--- config.mk ---
export PLATFORM = sky130hd
export DESIGN_NAME = decoder_scan_n
export DESIGN_NICKNAME = d
export VERILOG_FILES = /design/src/rtl/decoder_scan_n.sv
export SDC_FILE = /design/constraint.sdc
export NUM_CORES = 1
export LEC_CHECK = 0
export BUFFER_PORTS_ARGS = -buffer_cell sky130_fd_sc_hd__buf_2
export CAP_MARGIN = 15
export CORE_MARGIN = 4
export CORE_UTILIZATION = 38
export CTS_CLUSTER_DIAMETER = 80
export DETAILED_ROUTE_END_ITERATION = 8
export PLACE_DENSITY = 0.61
export SETUP_SLACK_MARGIN = 0.4
export SYNTH_ARGS = -nofsm -noshare
export SYNTH_HDL_FRONTEND = slang
export SYNTH_SLANG_ARGS = --single-unit
export TNS_END_PERCENT = 20
--- constraint.sdc ---
create_clock -name clk -period 1.6 [get_ports clk]
set_clock_uncertainty 0.15 [all_clocks]
set_input_delay 0.24 -clock clk [delete_from_list [all_inputs] [get_ports clk]]
set_output_delay 0.24 -clock clk [all_outputs]
set_load 0.005 [all_outputs]
--- src/rtl/decoder_scan_n.sv ---
// decoder_scan_n: registered N-to-2^N one-hot decoder with a direct
// (handshaken select) mode and a self-sequencing scan mode with
// programmable dwell. Build option: DECODER_BLANK_EN inserts one blank
// cycle after every dwell in scan mode.
module decoder_scan_n #(
  parameter int N       = 3,
  parameter int DWELL   = 4,
  parameter bit ACT_LOW = 1'b0
) (
  input  logic               clk,
  input  logic               rst,
  input  logic               en,
  input  logic               mode,
  input  logic [N-1:0]       I,
  input  logic               in_valid,
  output logic               in_ready,
  output logic [(1<<N)-1:0]  Y,
  output logic [N-1:0]       idx,
  output logic               wrap
);

  localparam int W     = 1 << N;
  localparam int CNT_W = (DWELL > 1) ? $clog2(DWELL) : 1;

  localparam logic [CNT_W-1:0] DWELL_LAST = CNT_W'(DWELL - 1);
  localparam logic [N-1:0]     IDX_MAX    = '1;

  localparam logic [1:0] ST_OFF    = 2'd0;
  localparam logic [1:0] ST_DIRECT = 2'd1;
  localparam logic [1:0] ST_SCAN   = 2'd2;

  logic [1:0]       state_p1;
  logic [1:0]       state_nxt;
  logic [W-1:0]     y_p1;
  logic [N-1:0]     idx_p1;
  logic [N-1:0]     idx_inc;
  logic             wrap_p1;
  logic [CNT_W-1:0] cnt_p1;
`ifdef DECODER_BLANK_EN
  logic             blank_p1;
`endif

  function automatic logic [W-1:0] onehot(input logic [N-1:0] sel);
    logic [W-1:0] v;
    v      = '0;
    v[sel] = 1'b1;
    return v;
  endfunction

  // Next operating state: en low wins, otherwise mode picks direct or scan.
  always_comb begin
    state_nxt = ST_OFF;
    if (en) begin
      state_nxt = mode ? ST_SCAN : ST_DIRECT;
    end
  end

  assign idx_inc = idx_p1 + N'(1);

  // Stage p1: state, decoded output, scan position and wrap pulse.
  always_ff @(posedge clk) begin
    if (rst) begin
      state_p1 <= ST_OFF;
      y_p1     <= '0;
      idx_p1   <= '0;
      wrap_p1  <= 1'b0;
      cnt_p1   <= '0;
`ifdef DECODER_BLANK_EN
      blank_p1 <= 1'b0;
`endif
    end else begin
      state_p1 <= state_nxt;
      wrap_p1  <= 1'b0;
      case (state_nxt)
        ST_DIRECT: begin
          cnt_p1 <= '0;
`ifdef DECODER_BLANK_EN
          blank_p1 <= 1'b0;
`endif
          if (state_p1 != ST_DIRECT) begin
            // Fresh entry: stay blank until something is accepted.
            y_p1   <= '0;
            idx_p1 <= '0;
          end else if (in_valid) begin
            y_p1   <= onehot(I);
            idx_p1 <= I;
          end
        end
        ST_SCAN: begin
          if (state_p1 != ST_SCAN) begin
            // Scan always restarts from output 0, never resumes.
            y_p1   <= onehot('0);
            idx_p1 <= '0;
            cnt_p1 <= '0;
`ifdef DECODER_BLANK_EN
            blank_p1 <= 1'b0;
`endif
          end else begin
`ifdef DECODER_BLANK_EN
            if (blank_p1) begin
              blank_p1 <= 1'b0;
              cnt_p1   <= '0;
              idx_p1   <= idx_inc;
              y_p1     <= onehot(idx_inc);
              wrap_p1  <= (idx_p1 == IDX_MAX);
            end else if (cnt_p1 == DWELL_LAST) begin
              // Blank cycle keeps idx on the output just finished.
              blank_p1 <= 1'b1;
              y_p1     <= '0;
            end else begin
              cnt_p1 <= cnt_p1 + CNT_W'(1);
            end
`else
            if (cnt_p1 == DWELL_LAST) begin
              cnt_p1  <= '0;
              idx_p1  <= idx_inc;
              y_p1    <= onehot(idx_inc);
              wrap_p1 <= (idx_p1 == IDX_MAX);
            end else begin
              cnt_p1 <= cnt_p1 + CNT_W'(1);
            end
`endif
          end
        end
        default: begin
          y_p1   <= '0;
          idx_p1 <= '0;
          cnt_p1 <= '0;
`ifdef DECODER_BLANK_EN
          blank_p1 <= 1'b0;
`endif
        end
      endcase
    end
  end

  assign in_ready = (state_p1 == ST_DIRECT);
  assign Y        = ACT_LOW ? ~y_p1 : y_p1;
  assign idx      = idx_p1;
  assign wrap     = wrap_p1;

endmodule

Yosys cells after proc, flatten, opt, wreduce, memory -nomap -nowiden
Index checks and enable logic that the tools add are counted.
W data, S select, Z words.
{"block": "word_totals", "output_inout_bits": 13, "wordCells": 43, "register_bits": 16}
{"block": "op_classes", "order_cmp": 4, "eq_ne": 9, "n_addsub": 2, "n_bitwise": 2, "n_mux": 16, "n_reduce_logical": 5}
{"cell": "$mux W8", "n": 4}
{"cell": "$pmux W8 S2", "n": 1}
{"cell": "$mux W3", "n": 4}
{"cell": "$lt A3 B4 Y1 const B", "n": 2}
{"cell": "$reduce_or A4 Y1", "n": 2}
{"cell": "$demux W1 S3", "n": 2}
{"cell": "$ge A3 B1 Y1 const B", "n": 2}
{"cell": "$ne A3 B3 Y1 const B", "n": 2}
{"cell": "$pmux W3 S2", "n": 1}
{"cell": "$eq A2 B1 Y1 const B", "n": 2}
{"cell": "$eq A2 B2 Y1 const B", "n": 2}
{"cell": "$mux W2", "n": 2}
{"cell": "$add A3 B1 Y3 const B", "n": 1}
{"cell": "$eq A3 B3 Y1 const B", "n": 1}
{"cell": "$add A2 B1 Y2 const B", "n": 1}
{"cell": "$logic_and A1 B1 Y1", "n": 2}
{"cell": "$mux W1", "n": 2}
{"cell": "$ne A2 B1 Y1 const B", "n": 1}
{"cell": "$ne A2 B2 Y1 const B", "n": 1}
{"cell": "$not A1 Y1", "n": 2}
{"cell": "$reduce_and A2 Y1", "n": 1}

Logic depth before layout (Yosys ltp)
Gate-level depths: netlist of the first run.
{"block": "logic_depth", "word_depth": 8, "depth_mapped": 6}

Worst setup path after synthesis of the first run
OpenSTA, ideal clock, no wires.
{"block": "synth_path", "kind": "reg2reg", "start": "register idx_p1[0], in the netlist idx[0]", "end": "register y_p1[1], in the netlist Y[1]", "path_stages_with_launch": 6, "setup_slack_ps": -164, "period_less_slack_ps": 1764, "path_buffers": 0, "required_ps": 1391, "arrival_time_ps": 1554, "cell_sequence": "dfxtp_1 -> ha_1 -> ha_1 -> or4_1 -> o31ai_1 -> a22o_1"}
{"block": "synth_via", "elab_chain_cells": 8}
{"item": "from (decl)", "line": "35", "rtl": "logic [N-1:0] idx_p1;"}
{"item": "from (signal assigned)", "line": "116", "rtl": "idx_p1 <= idx_inc;"}
{"item": "$add A3 B1 Y3 *", "line": "58", "rtl": "assign idx_inc = idx_p1 + N'(1);"}
{"item": "$lt A3 B4 Y1 (implied by the code) / $ge A3 B1 Y1 (equally long branches)", "line": "46", "rtl": "v[sel] = 1'b1;"}
{"item": "$logic_and A1 B1 Y1 (implied by the code)", "line": "46"}
{"item": "$mux W1 (implied by the code)", "line": "46"}
{"item": "$demux W1 S3 *", "line": "46"}
{"item": "$mux W8 *", "line": "114", "rtl": "if (cnt_p1 == DWELL_LAST) begin"}
{"item": "$mux W8 *", "line": "90", "rtl": "if (state_p1 != ST_SCAN) begin"}
{"item": "$pmux W8 S2 *", "line": "74", "rtl": "case (state_nxt)"}
{"item": "to (signal assigned)", "line": "85", "rtl": "y_p1 <= onehot(I);"}
{"item": "to (signal assigned)", "line": "92", "rtl": "y_p1 <= onehot('0);"}
{"item": "to (signal assigned)", "line": "117", "rtl": "y_p1 <= onehot(idx_inc);"}
{"item": "to (decl)", "line": "34", "rtl": "logic [W-1:0] y_p1;"}
Mark *: on every way between the ends. The rest lies on a longest branch, timed or not. The select of a mux whose other input is x is not followed.
A chain may end at the register's enable or synchronous reset.

Final worst setup path of the first run
Same ends and word-level chain as after synthesis.

==> results.md, run 1 <==
* Nets at 131
* Syn nets at 98
* Fill cell count at 194
* Iteration-0 DRC Markers at 13
* Gr busiest metal: met2
* Hold Crit Class: in -> reg
* Yosys warning count at 0
* Area leader, netlist: dfxtp_1
* Asr flop ratio synth at 0%
* CTS HTree Levels at 1
* Slew headroom at 73.9%
* Slew at the pin closest to its max-slew limit at 0.390 ns
* Crit path kind: reg -> reg
* Number of I/O pins at 21
* GR met3 Demand/Resource at 5.36%
* Post-synth top area share at 37.7%
* Vias per inst at 5.46
* GR Util met2 at 23.1%
* Fraction of layout cells with a size suffix above 1 at 52.1%
* Register area share after synthesis at 37.7%
* Setup TNS at -0.0619 ns
* Row count at 16
* GPL Wtd Cong at 0.831
* Final core occ at 59.9%
* Startpoint Class: flip-flop
* Final setup vio count at 1
* CP required at 1.69 ns
* Cell area after synthesis at 850 µm²
* Gr ovfl total at 0
* Unique masters post-synth at 34
* RSZ-0062 raised after global routing: yes
* Number of detailed-route iterations in the first pass at 4
* FMAX at 0.602 GHz
* Non-Filler Cell Area, Final at 1220 µm²
* Hold WS at 0.114 ns
* Worst-case clock buffer depth at 2
* Max IR drop VDD at 0.000376 V
* Synth Area in XOR/XNOR at 0%
* Clock Tree Root: clkbuf_4
* Worst Path Max Fanout at 2
* Detailed Route WL at 2.24 mm
* Post-synthesis mux area share at 0%
* Synth-to-Final Area Change at 44.0%
* Fin crit period at 1.66 ns
* Post-route setup slack at -0.0619 ns
* Global-route wire length before repair at 3.54 mm
* Largest net degree at the start of global routing at 13
* PortBufs at 20
* Switching share of power at 24.4%
* Drt wl/cell at 15.3 µm
* Leakage at 0.475 nW
* Largest family of logic cells by synthesized area: simple AND/OR/NAND/NOR gates
* Met1 global-route usage at 18.2%
* Hold-fix buffer count after cts at 0
* Crit path DAT at 1.75 ns
* Internal power at 0.581 mW
* Status: complete, but fails checks
* Die area at 3060 µm²
* Mean Syn Cell Area at 9.77 µm²
* CTS tree: built
* Max-cap viol count at 0
* Synth top area cells: dfxtp_1 38%, a22o_1 5.2%, nand2b_1 5.2%, ha_1 4.4%, nor2_1 3.5%
* Net Sw Power at 0.187 mW
* Clk pwr share at 35.0%
* Placed wire-length estimate at 1.56 mm
* Vias at 797
* Detail Route Antenna Nets at 0
* Failing checks: setup timing
* DRC at 0
* Die span in y at 55.3 µm
* Final Cycle Share at 104%
* Number of synthesized flops with an enable pin at 0
* Cells after Synth at 87
* Initial Utilization at 41.6%
* Initial antenna violation count at 0
* Flop pwr share at 53.1%
* Clock slew at reported path FFs at 0.09 ns
* CORE AREA at 2040 µm²
* Post-synthesis compound-gate area fraction at 19.0%
* Vias in the first global route at 782
* Die width at 55.3 µm
* Global Route Usage Sum at 14.4%
* Antenna cells at 0
* Num CTS Buffers at 3
* Comb pwr share at 11.9%
* CP Capture Type: flip-flop
* Pwr Total at 0.768 mW
* Simple-Gate Fraction of Synth Area at 34.5%
* Clk sinks at 16
* Final Hold Viols at 0
* Register bit total from synthesis at 16
* Predominant post-synthesis flop cell: dfxtp_1
* Adder-cell share of the synthesized area at 4.42%
* Post-DP Area at 1070 µm²
* Clk Latency, worst-skew pair at 0.29 ns
* PD cells at 628 nW/µm²
* Fin. max-slew vios at 0
## stage by stage
step	std cells	worst slack, ns
after global placement	140	-0.000678
after detailed placement	140	-0.0226
after global routing	146	-0.0981
after CTS	144	-0.0278
final	146	-0.0619
after floorplan	87	-0.0139
## synth_stat cells (2+ instances only)
cell type / number
ha_1: 3
a32o_1: 2
o22ai_1: 3
nor4_1: 2
a211oi_1: 3
nor3b_1: 2
o31ai_1: 3
dfxtp_1: 16
nor2_1: 8
nand2_1: 4
and2b_1: 2
o21ai_0: 2
nand3_1: 2
nand2b_1: 7
a22o_1: 5
nor3_1: 5
## worst paths after layout
check	from	endpoint	slack, ns	cells after the start
worst max-delay path	idx[0]	Y[1]	-0.06	5
worst min-delay path	en	state_p1[1]	0.11	3
worst max register to register	idx[0]	Y[1]	-0.06	5
worst min register to register	cnt_p1[0]	cnt_p1[0]	0.29	1
## power groups by stage
stage	logic (mW)	clock network, mW	registers (mW)
after floorplan	0.0478	0	0.419
after global placement	0.0775	0	0.419
after CTS	0.0816	0.277	0.409
final	0.0912	0.269	0.408
after detailed placement	0.0786	0	0.419
after global routing	0.0995	0.296	0.409
## layout make-up
cell class | instances | area [µm²] | share of cell area [%]
inverters | 1 | 3.75 | 0.307
multi-input cells | 66 | 608 | 49.7
flip-flops and latches | 16 | 333 | 27.2
well taps | 27 | 33.8 | 2.76
clock buffers | 4 | 36.3 | 2.97
repair buffers | 32 | 209 | 17.1
## worst max-delay path, stage by stage, from the launching register on
cell and delay (ns):
dfxtp_2 0.35, ha_4 0.16, ha_4 0.21, or4_4 0.51
o31ai_2 0.08, a22o_1 0.16
## flip-flops by register name (all words and copies together), names as in the netlist
name / flops
idx: 3
state_p1: 2
cnt_p1: 2
Y: 8
wrap: 1
## metal layers
layer  vias up  part of all wire (%)  wire, µm
met3         2                   5.4       120
met5         -                     0         0
met4         0                  0.40         9
met1       378                    44       979
li1        398                     -         -
met2        19                    51      1130
## repair_timing
item	4_1_cts	5_1_grt
setup endpoints to repair	18	18
gates cloned	0	1
pin swaps	8	7
resized for setup	11	12
buffers inserted	0	1
## cells in the final DEF, fill, tap and decap left out, types with 3 or more instances in the layout
cell type,synthesis,layout
buf_2,0,20
dfxtp_1,16,10
nand2b_1,7,7
nor2_1,8,7
buf_4,0,7
a22o_1,5,5
buf_6,1,5
nand2_1,4,4
dfxtp_2,0,4
o22ai_1,3,3
nor3_2,0,3
ha_4,0,3
clkbuf_4,0,3
## cell families (layout without fill, tap and decap cells)
family          after synthesis  in the layout
flops                        16             16
compound gates               21             21
fa+ha+maj                     3              3
buf+inv                       5             37
simple gates                 42             42
Power figures use the tool's default switching activity.
==> run 2: changes to the inputs <==
Settings changed: PLACE_DENSITY 0.61 to 0.68.
==> run 2 against run 1 <==
- wire length up 0.27%
- sequential power about the same
- sequential share of layout area down 0.83 points
- combinational power up 7.1%
- design area up 2.8%
- die area unchanged
- global-route usage down 0.52 points
- via count up 6.6%
- the flow still finishes with violations (setup timing)
==> results.md, run 2 (same netlist as run 1, synthesis figures left out) <==
* Crit path kind: reg -> reg
* Launch point of the worst path: idx[1]
* Status: complete, but fails checks
* HP Start: rst
* Clk pwr share at 34.4% (-0.6 points)
* Die span in y at 55.3 µm (unchanged)
* Global-route wire length before repair at 3.57 mm (+0.99%)
* Slew headroom at 78.4% (+4.5 points)
* Worst r2r src: idx[1]
* PortBufs at 20 (unchanged)
* Drt wl/cell at 15.3 µm (-0.41%)
* Hold Crit Class: in -> reg
* Final core occ at 61.6% (+1.7 points)
* Row count at 16 (unchanged)
* Worst Path Max Fanout at 2 (unchanged)
* Number of I/O pins at 21 (unchanged)
* Synth-to-Final Area Change at 48.0%
* Most frequent cells in the layout: 19 x buf_2, 9 x dfxtp_1, 8 x buf_4
* Net Sw Power at 0.187 mW (about the same)
* Number of detailed-route iterations in the first pass at 4 (unchanged)
* Clk Latency, worst-skew pair at 0.28 ns (about the same)
* PD cells at 615 nW/µm² (-2.1%)
* Commonest non-fill, non-tap cell in the layout: buf_2
* Placed wire-length estimate at 1.55 mm (-0.73%)
* Worst-case clock buffer depth at 2 (unchanged)
* CP required at 1.69 ns (about the same)
* Vias in the first global route at 795 (+1.7%)
* Largest net degree at the start of global routing at 13 (unchanged)
* Initial antenna violation count at 0 (unchanged)
* Nets at 132 (+0.76%)
* Final setup vio count at 2 (+1)
* Hold-fix buffer count after cts at 0 (unchanged)
* Global Route Usage Sum at 13.8% (-0.52 points)
* Flop pwr share at 53.0% (about the same)
* Startpoint Class: flip-flop
* Vias at 850 (+6.6%)
* Max-cap viol count at 0 (unchanged)
* Initial Utilization at 41.6% (unchanged)
* CTS HTree Levels at 1 (unchanged)
* Iteration-0 DRC Markers at 33 (+20)
* Fraction of layout cells with a size suffix above 1 at 54.2% (+2.1 points)
* Die width at 55.3 µm (unchanged)
* CTS tree: built
* Fin. max-slew vios at 0 (unchanged)
* Failing checks: setup timing
* DRC at 0 (unchanged)
* Switching share of power at 24.2% (-0.17 points)
* Num CTS Buffers at 3 (unchanged)
* Clk sinks at 16 (unchanged)
* Crit path DAT at 1.74 ns (about the same)
* Max IR drop VDD at 0.000415 V (+10%)
* Comb pwr share at 12.6% (+0.7 points)
* Antenna cells at 0 (unchanged)
* Leakage at 0.484 nW (+2.1%)
* Non-Filler Cell Area, Final at 1260 µm² (+2.8%)
* Gr ovfl total at 0 (unchanged)
* Detail Route Antenna Nets at 0 (unchanged)
* Post-DP Area at 1070 µm² (unchanged)
* Vias per inst at 5.78 (+5.9%)
* RSZ-0062 raised after global routing: yes
* Fill cell count at 171 (-12%)
* Detailed Route WL at 2.25 mm (+0.27%)
* Fin cells at 147 (+0.68%)
* CORE AREA at 2040 µm² (unchanged)
* Max reg flops at 8 (unchanged)
* Final Cycle Share at 103% (-0.49 points)
* FMAX at 0.605 GHz (+0.47%)
* GPL Wtd Cong at 0.799 (-3.8%)
* Placed cells at 140 (unchanged)
* Post-route setup slack at -0.0540 ns (+0.00785 ns)
* Fin crit period at 1.65 ns (-0.00785 ns)
* Clock slew at reported path FFs at 0.10 ns (about the same)
* Setup TNS at -0.0754 ns (-0.0135 ns)
* Slew at the pin closest to its max-slew limit at 0.323 ns (-0.0675 ns)
* Clock Tree Root: clkbuf_4
* Pwr Total at 0.773 mW (+0.61%)
* Die area at 3060 µm² (unchanged)
* Final Hold Viols at 0 (unchanged)
* CP Capture Type: flip-flop
* Internal power at 0.586 mW (+0.83%)
==> run 2: changes by cell type in the layout (fill, tap and decap cells not counted), sizes merged <==
cell  delta
buf      +1
==> run 2: critical path, cell delays in order, from the launching register on <==
cell,delay [ns]
dfxtp_2,0.35
ha_4,0.16
ha_4,0.21
or4_4,0.51
o31ai_2,0.08
a22o_1,0.15
==> run 2: timing repair <==
action / in CTS / in global routing
gates resized for setup: 14 / 15
setup buffers: 0 / 2
pin swaps: 7 / 11
cloned: 0 / 1
setup endpoints to repair: 18 / 17
==> run 2: area by class of cell <==
class | instances | area (µm²) | area share [%]
flip-flops and latches | 16 | 332 | 26.4
well taps | 27 | 33.8 | 2.69
clock buffers | 4 | 36.3 | 2.89
repair buffers | 33 | 223 | 17.7
inverters | 1 | 3.75 | 0.299
multi-input cells | 66 | 629 | 50.0
==> run 2: power groups by stage <==
stage                     Combinational [mW]  Clock, mW  Sequential [mW]
after CTS                             0.0849      0.265            0.409
after global placement                0.0769          0            0.419
after floorplan                       0.0478          0            0.419
final                                 0.0977      0.266            0.409
after global routing                   0.105      0.291            0.411
after detailed placement              0.0782          0            0.419
==> run 2: final timing paths <==
check               to  slack [ns]  cells past startpoint
max reg2reg       Y[1]       -0.05                      5
max               Y[1]       -0.05                      5
min             idx[1]        0.12                      4
min reg2reg  cnt_p1[0]        0.30                      1
==> run 2: through the flow <==
stage	setup WS [ns]	hold slack (ns)
5_1_grt	-0.110	0.130
3_3_place_gp	-0.000454	0.268
3_5_place_dp	-0.0132	0.274
4_1_cts	-0.0392	0.122
6_report	-0.0540	0.124
2_1_floorplan	-0.0139	0.264
==> run 2: layer usage <==
layer	GRT usage (%)	vias up	part of all wire [%]	routed length [µm]
met2	24.0	32	50	1120
met3	2.33	2	4.8	108
met1	17.7	413	45	1010
li1	-	403	-	-
met5	0	-	0	0
met4	3.47	0	0.40	9
==> run 3: changes to the inputs <==
Settings changed: CELL_PAD_IN_SITES_DETAIL_PLACEMENT set to 1, CELL_PAD_IN_SITES_GLOBAL_PLACEMENT set to 1, CORE_UTILIZATION 38 to 34, PLACE_DENSITY 0.68 to 0.78, SLEW_MARGIN set to 10.
==> run 3 against run 2 <==
- the flow still finishes with violations (setup timing)
- highest routed layer unchanged
- sequential share of layout area grew 2.0 points
- setup slack got worse by 0.0067 ns
- first-iteration DRC count is 36% lower
- design area down 6.4%
- hold slack worse by 0.065 ns
- largest cell class unchanged
==> results.md, run 3 (same netlist as run 1, synthesis figures left out) <==
* Post-DP Area at 1060 µm² (-0.59%)
* Fin crit period at 1.66 ns (+0.00671 ns)
* Crit path DAT at 1.75 ns (about the same)
* Initial antenna violation count at 0 (unchanged)
* Number of I/O pins at 21 (unchanged)
* Flop pwr share at 52.2% (-0.8 points)
* Fin. max-slew vios at 0 (unchanged)
* Max IR drop VDD at 0.000329 V (-21%)
* Comb pwr share at 11.7% (-0.9 points)
* Number of detailed-route iterations in the first pass at 4 (unchanged)
* Final Hold Viols at 0 (unchanged)
* Pwr Total at 0.781 mW (+1.1%)
* Global Route Usage Sum at 16.8% (+2.9 points)
* Crit path kind: reg -> reg
* Slew at the pin closest to its max-slew limit at 0.441 ns (+0.119 ns)
* CTS tree: built
* Fraction of layout cells with a size suffix above 1 at 48.3% (-5.9 points)
* Max-cap viol count at 0 (unchanged)
* R2R cell count at 5 (unchanged)
* CORE AREA at 2300 µm² (+12%)
* Synth-to-Final Area Change at 38.6%
* Num CTS Buffers at 3 (unchanged)
* PortBufs at 20 (unchanged)
* Startpoint Class: flip-flop
* GPL Wtd Cong at 0.898 (+12%)
* Initial Utilization at 37.0% (-4.6 points)
* CP cell instances: ha_4, ha_4, or4_4, o31ai_4, a22o_1
* Cell family with most CP delay: simple AND/OR/NAND/NOR gates
* Clock Tree Root: clkbuf_4
* Final Cycle Share at 104% (+0.42 points)
* Worst-case clock buffer depth at 2 (unchanged)
* CP Capture Type: flip-flop
* Slowest stage delay, CP at 0.52 ns (about the same)
* Die width at 58.0 µm (+4.9%)
* Failing checks: setup timing
* Crit-path slowest cell: or4_4
* Worst Path Max Fanout at 2 (unchanged)
* Setup Fix Bufs, Post-CTS at 0 (unchanged)
* Status: complete, but fails checks
* Antenna cells at 0 (unchanged)
* Non-Filler Cell Area, Final at 1180 µm² (-6.4%)
* Most used cell along the critical path: ha_4
* Switching share of power at 26.0% (+1.8 points)
* Fin cells at 144 (-2.0%)
* DRC at 0 (unchanged)
* Vias in the first global route at 868 (+9.2%)
* Global-route wire length before repair at 4.29 mm (+20%)
* Row count at 17 (+1)
* Final core occ at 51.3% (-10 points)
* Net Sw Power at 0.203 mW (+8.7%)
* Drt wl/cell at 18.9 µm (+24%)
* Fill cell count at 275 (+61%)
* CP required at 1.69 ns (about the same)
* Clock slew at reported path FFs at 0.11 ns (about the same)
* Die area at 3360 µm² (+10%)
* Levels on crit path at 5 (unchanged)
* Worst r2r src: idx[0]
* Placed cells at 140 (unchanged)
* Worst setup path endpoint: Y[1]
* Clk sinks at 16 (unchanged)
* RSZ-0062 raised after global routing: yes
* Commonest non-fill, non-tap cell in the layout: buf_2
* Final setup vio count at 4 (+2)
* FMAX at 0.602 GHz (-0.40%)
* Slew headroom at 70.5% (-7.9 points)
* Clk pwr share at 36.1% (+1.7 points)
* Die span in y at 58.0 µm (+4.9%)
* HP Start: rst
* Largest net degree at the start of global routing at 13 (unchanged)
* Gr ovfl total at 0 (unchanged)
* Leakage at 0.457 nW (-5.7%)
* Vias at 878 (+3.3%)
* Iteration-0 DRC Markers at 21 (-36%)
* Max reg flops at 8 (unchanged)
* Hold-fix buffer count after cts at 0 (unchanged)
* CTS HTree Levels at 1 (unchanged)
* Internal power at 0.578 mW (-1.4%)
* Setup TNS at -0.108 ns (-0.0328 ns)
* R2R Path End: Y[1]
* FF-to-FF setup slack at -0.06 ns (about the same)
* Most frequent cells in the layout: 19 x buf_2, 9 x dfxtp_1, 8 x nor2_1, 8 x buf_4, 7 x nand2b_1
* PD cells at 663 nW/µm² (+8.0%)
* Detailed Route WL at 2.73 mm (+21%)
* Launch point of the worst path: idx[0]
* Vias per inst at 6.10 (+5.4%)
* Hold Crit Class: in -> reg
* Clk Latency, worst-skew pair at 0.30 ns (+0.02 ns)
* Placed wire-length estimate at 1.89 mm (+21%)
* Post-route setup slack at -0.0608 ns (-0.00671 ns)
* Buf+Inv Stages, Crit Path at 0 (unchanged)
* Nets at 128 (-3.0%)
* Detail Route Antenna Nets at 0 (unchanged)
run 3: area by class of cell:
class,instances,area [µm²],area share (%)
clock buffer,4,36.3,3.08
inverter,1,3.75,0.319
multi-input combinational,66,591,50.2
sequential,16,334,28.4
tap,28,35.0,2.98
timing repair buffer,29,178,15.1
run 3: timing repair:
action                                  4_1_cts  5_1_grt
pin swaps                                     7        3
endpoints found under the setup margin       18       19
resized for setup                            12        5
run 3: per-layer routing:
metal / vias to the layer above / part of all wire (%) / global-route usage (%)
li1: 394 / - / -
met1: 441 / 44 / 20.7
met2: 35 / 49 / 29.2
met3: 8 / 4.5 / 2.67
met4: 0 / 1.9 / 5.96
met5: - / 0 / 0
run 3: worst register-to-register path, delay by kind of cell, from the launching register on:
kind	cells	cell delay [ns]
DFF	1	0.35
adders and majority gates	2	0.37
and+or+nand+nor	1	0.52
AOI/OAI and AO/OA	2	0.22
run 3: worst min path at each step:
stage / slack, ns / end / cells past startpoint
final: 0.06 / Y[4] / 2
after global routing: 0.05 / Y[4] / 2
after CTS: 0.06 / idx[0] / 2
after detailed placement: 0.27 / cnt_p1[0] / 1
after global placement: 0.27 / cnt_p1[0] / 1
after floorplan: 0.26 / cnt_p1[0] / 1
run 3: metrics by stage:
step / setup WS [ns] / hold WS (ns)
4_1_cts: -0.0609 / 0.0588
5_1_grt: -0.0998 / 0.0545
3_5_place_dp: -0.0879 / 0.273
6_report: -0.0608 / 0.0590
2_1_floorplan: -0.0139 / 0.264
3_3_place_gp: 0.0119 / 0.268
run 3: power by group through the flow:
| stage | clock, mW | combinational, mW | sequential (mW) |
|---|---|---|---|
| 2_1_floorplan | 0 | 0.0478 | 0.419 |
| 3_3_place_gp | 0 | 0.0770 | 0.419 |
| 3_5_place_dp | 0 | 0.0799 | 0.420 |
| 4_1_cts | 0.285 | 0.0850 | 0.408 |
| 5_1_grt | 0.309 | 0.0974 | 0.409 |
| 6_report | 0.282 | 0.0911 | 0.408 |
